**src/rtl/seqdet_pkg.sv**
```systemverilog
// Shared types for the serial 1011 detector: FSM state encoding and the target pattern.
package seqdet_pkg;
  typedef enum logic [2:0] {
    IDLE,
    S1,
    S10,
    S101,
    S1011
  } state_t;

  localparam logic [3:0] PATTERN = 4'b1011;
endpackage

```
**src/rtl/sat_counter.sv**
```systemverilog
// Saturating up-counter with synchronous clear; clear takes priority over increment.
module sat_counter #(
  parameter int W = 8
) (
  input  logic         clk,
  input  logic         reset,
  input  logic         inc,
  input  logic         clr,
  output logic [W-1:0] q
);
  always_ff @(posedge clk or negedge reset) begin
    if (!reset) begin
      q <= '0;
    end else if (clr) begin
      q <= '0;
    end else if (inc && (q != '1)) begin
      q <= q + 1'b1;
    end
  end
endmodule

```
**src/rtl/sequence_detector.sv**
```systemverilog
// Serial detector for the pattern 1011 on the en-qualified Xin stream, with a one-cycle
// registered match pulse. Define SEQDET_COUNT_EN to build in the saturating match counter.
module sequence_detector
  import seqdet_pkg::*;
#(
  parameter int CNT_W   = 8,
  parameter int OVERLAP = 1
) (
  input  logic             clk,
  input  logic             reset,
  input  logic             Xin,
  input  logic             en,
  input  logic             clr,
  output logic             Yout,
  output logic [CNT_W-1:0] count
);
  state_t state;
  state_t state_nxt;
  logic   hit;

  // The completing bit arrives while holding the longest proper prefix "101".
  assign hit = (state == S101) && (Xin == PATTERN[0]);

  always_ff @(posedge clk or negedge reset) begin
    if (!reset) begin
      state <= IDLE;
      Yout  <= 1'b0;
    end else begin
      Yout <= en & hit;
      if (en) begin
        state <= state_nxt;
      end
    end
  end

  always_comb begin
    state_nxt = state;
    unique case (state)
      IDLE:    state_nxt = Xin ? S1    : IDLE;
      S1:      state_nxt = Xin ? S1    : S10;
      S10:     state_nxt = Xin ? S101  : IDLE;
      S101:    state_nxt = Xin ? S1011 : S10;
      S1011: begin
        // Non-overlapping mode forgets the trailing "1" of the completed match.
        if (OVERLAP != 0) begin
          state_nxt = Xin ? S1 : S10;
        end else begin
          state_nxt = Xin ? S1 : IDLE;
        end
      end
      default: state_nxt = IDLE;
    endcase
  end

`ifdef SEQDET_COUNT_EN
  sat_counter #(
    .W(CNT_W)
  ) u_cnt (
    .clk  (clk),
    .reset(reset),
    .inc  (en & hit),
    .clr  (clr),
    .q    (count)
  );
`else
  logic unused_clr;
  assign unused_clr = clr;
  assign count      = '0;
`endif
endmodule
```
**config.mk**
```make
export PLATFORM = sky130hd
export DESIGN_NAME = sequence_detector
export DESIGN_NICKNAME = d
export VERILOG_FILES = /design/src/rtl/seqdet_pkg.sv /design/src/rtl/sat_counter.sv /design/src/rtl/sequence_detector.sv
export SDC_FILE = /design/constraint.sdc
export NUM_CORES = 1
export LEC_CHECK = 0
export BUFFER_PORTS_ARGS = -buffer_cell sky130_fd_sc_hd__buf_2
export CORE_AREA = 5 5 42 44
export DETAILED_ROUTE_END_ITERATION = 12
export DIE_AREA = 0 0 47 49
export GPL_TIMING_DRIVEN = 1
export PLACE_DENSITY = 0.55
export SKIP_CTS_REPAIR_TIMING = 1
export SLEW_MARGIN = 0
export SYNTH_ARGS = -nofsm -noshare
export SYNTH_HDL_FRONTEND = slang
export SYNTH_HIERARCHICAL = 1
export SYNTH_SLANG_ARGS = --single-unit
```
**constraint.sdc**
```tcl
create_clock -name clk -period 1 [get_ports clk]
set_input_delay 0.2 -clock clk [delete_from_list [all_inputs] [get_ports clk]]
set_output_delay 0.2 -clock clk [all_outputs]
set_load 0.03 [all_outputs]
```
After elaboration in Yosys (flattened, before gate mapping)
Index checks and enable logic that the tools add are counted.
{ "op_classes": {"bitwise": 1, "reduce_logical": 3, "n_eq_ne": 4, "mux": 5} }
{ "ops": {"columns": ["operator", "n"], "rows": [
  ["case mux 3 bit (4 select lines)", 1],
  ["equality test 3 x 2 -> 1 bit, second input constant", 2],
  ["2-to-1 mux 2 bit", 2],
  ["equality test 3 x 1 -> 1 bit, second input constant", 1],
  ["equality test 3 bit, second input constant", 1],
  ["logical NOT 3 bit", 1],
  ["2-to-1 mux 3 bit", 1],
  ["OR reduction 2 bit", 1],
  ["bitwise AND 1 bit", 1],
  ["logical AND 1 bit", 1],
  ["2-to-1 mux 1 bit", 1]
]} }
{ "word_totals": {"ff_bits": 4, "in_bits": 5, "output_inout_bits": 9, "word_cells": 15} }

Longest topological paths before layout
{ "logic_depth": {"ltp_word": 3, "ltp_mapped": 3, "ltp_nobuf": 3} }

Worst setup path after synthesis
Ideal clock, no wire load.
{ "synth_timing": {"path_type": "reg2reg", "from": "register state[2]", "to": "register state[0]", "n_path_buf": 0, "synth_period_minus_slack_ns": 0.908, "stages_incl_launch_ff": 4, "t_required_ns": 0.908, "setup_slack_ns": 0.092, "arrival_time_ns": 0.816, "setup_time_ns": 0.092, "cell_sequence": "dfrtp_1 nor4bb_1 a21oi_1 o31ai_2"} }
{ "synth_via": {"elab_chain_cells": 3} }
{ "synth_lines": {"columns": ["item", "line_no", "rtl"], "rows": [
  ["start, declared", "sequence_detector.sv:17", "state_t state;"],
  ["start signal, assigned", "sequence_detector.sv:31", "state <= state_nxt;"],
  ["equality test 3 bit or equality test 3 x 1 -> 1 bit (tied branches)", "sequence_detector.sv:38", "unique case (state)"],
  ["OR reduction 2 bit (no source line)", null, null],
  ["case mux 3 bit (4 select lines) *", "sequence_detector.sv:38", null]
]} }
Every way passes the cells marked *; elsewhere a longest branch is shown, timed or not.
A chain may end at the register's enable or synchronous reset.

Worst setup path in the final report
Same ends and word-level chain as after synthesis.

==> metrics <==
count leader, synth=buf_4; Vias=198; die area=0.002303 sq mm; IO Port Bufs=4; Area Overhead vs Synth=16.81%; number of detailed-route iterations in the first pass=4; first-pass GRT wire length=800 um; reg2reg path depth=3; synthesized area=282.8 sq um; Final HPWL DP=386.9 um; minimum clock period=969.4 ps; CORE AREA=0.001401 sq mm; share of the synthesized area in the top cell type=35.40%; switch share=between 30% and 40%; Final Cycle Share=96.94%; Peak Freq=1032 MHz; area post-placement=slightly below 300 sq um; worst hold path type=primary input to flip-flop; Ys Warns=6; net switching power=0.0002864 W; share of cells above drive strength 1=41.67%; Setup WS post-layout=30.64 ps; VDD IR max=0.5086 mV; worst reg-to-reg setup slack=30 ps; Comb pwr share=approximately a third; GPL Wtd Cong=0.6106; die height=just under 50 um; Slew Viols, Final=0; cells after synthesis=29; FF-to-FF Start=state[2]; antenna fix cells=0; post-synthesis cell type count=15; reg2reg end=state[0]; clk_skew=about 0.49 ps; clock buffer depth=2; Post-synth EDFFs=0; CTS tree=done; clock power share=a little over a quarter; RSZ-0062 raised after global routing=yes; Static Leakage=about 0.16 nW; IO Pins=14; largest cells by area after synthesis=dfrtp_1, buf_4, o31ai_2; vias per inst=approximately 3.8; CP startpoint kind=flip-flop; Int Pwr=0.0004528 W; Setup Crit Path Kind=flip-flop to flip-flop; Top FF cell, synth=dfrtp_1; Power Dens Cells=~2200 mW/mm^2; synth cell count leaders=buf_4, dfrtp_1, a21oi_1; Hold Fails Final Rpt=0; Starting Density=about a fifth; Critical Path Start=state[2]; number of buffers created by CTS=3; max-cap check violation count=0; critical path peak fanout=6; final hold slack=209.5 ps; DRC viols=0; Worst-Skew Late Latency=approximately 230 ps; Seq/Total Area, Yosys=a little over a third; worst slack, placed=19.14 ps; H-tree lvl count=1; synthesized flop and latch total=4; Net count, final=43; Post-Route WL=480 um; Die W=47 um; sequential share of power=39.3%; First DRT Iteration DRCs=1; GRT overflow=0; Setup Viol. Count Final=0; # clock sinks=4; GRT Util Overall=5.363%; pin count of the biggest net entering global routing=8; final instance area=330.3 sq um; floorplan row count=14; initial antenna violation count=0; Root Driver=clkbuf_4; Setup crit end=state[0]; clock slew seen by the registers of the worst setup and hold paths=40 ps; placed insts=48; via count of the first global-routing pass=207; number of antenna-violating nets in the routed design=0; total power draw=0.0007393 W; fin cells=52; status=finished clean; cell taking the most area after synthesis=dfrtp_1; Critical Path RT=1140 ps; critical path endpoint category=flip-flop; ys async rst share=100.0%; syn avg cell area=9.751 sq um; WL/cell=9.231 um; CP arrival=1110 ps
[state kept, by name, summed over array words and instances, names as in the netlist]
name	count
state	3
Yout	1
[cells by family (layout without fill, tap and decap cells)]
group / count (synthesis) / in the layout / synth area share [%]
AOI/OAI and AO/OA: 7 / 7 / 18.58
other: 1 / 8 / 1.326
and+or+nand+nor: 6 / 6 / 19.47
DFF: 4 / 4 / 35.40
buffers and inverters: 11 / 11 / 25.22
[power groups by stage]
stage,Sequential (W),Clock (W),Combinational (W)
4_1_cts,0.000280,0.000211,0.000246
3_3_place_gp,0.000283,0,0.000235
6_report,0.000290,0.000199,0.000250
2_1_floorplan,0.000276,0,0.000224
3_5_place_dp,0.000282,0,0.000245
5_1_grt,0.000299,0.000227,0.000278
[layer usage]
layer / track usage (%) / vias up / part of all wire, %
met5: 0 / - / 0
met4: 5.530 / 0 / 0
met3: 3.321 / 0 / 9.0
met2: 7.919 / 8 / 54
met1: 4.425 / 93 / 37
li1: - / 97 / -
[final cells by class]
type / count / area, sq um
fillers: 163 / 1071
multi-input cells: 21 / 143.9
flip-flops and latches: 4 / 102.6
repair buffers: 5 / 30.03
clock buffers: 3 / 22.52
well taps: 16 / 20.02
inverters: 3 / 11.26
[critical path, cell delays in order, from the launching register on]
cell and delay (ps):
dfrtp_2 450, nor4bb_2 280, a21oi_1 70, o31ai_2 60
[cell usage in the layout, fill, tap and decap left out]
master	count
nor4bb_2	1
nor3b_1	1
o31ai_2	2
nor2b_2	1
o21ai_1	1
nor4_4	1
nand2_1	1
inv_2	1
nor2_1	1
conb_1	8
dfrtp_1	2
a21oi_1	3
dlygate4sd3_1	1
buf_2	4
dfrtp_2	2
clkbuf_4	3
a21o_1	1
inv_1	2
[worst min path at each step]
stage | startpoint | endpoint | slack (ps) | cells past startpoint
global route | Xin | state[1] | 200 | 2
finish | Xin | state[1] | 210 | 2
floorplan | reset | Yout | -100 | 0
detailed placement | reset | Yout | 8 | 1
global placement | reset | Yout | 9 | 1
CTS | reset | Yout | -240 | 1
[metrics by stage]
step | utilization [%] | setup TNS, ps
CTS | 22.23 | 0
global placement | 20.63 | 0
global route | 23.57 | -36.69
finish | 23.57 | 0
floorplan | - | 0
detailed placement | 20.63 | 0
(Power assumes the default switching activity.)
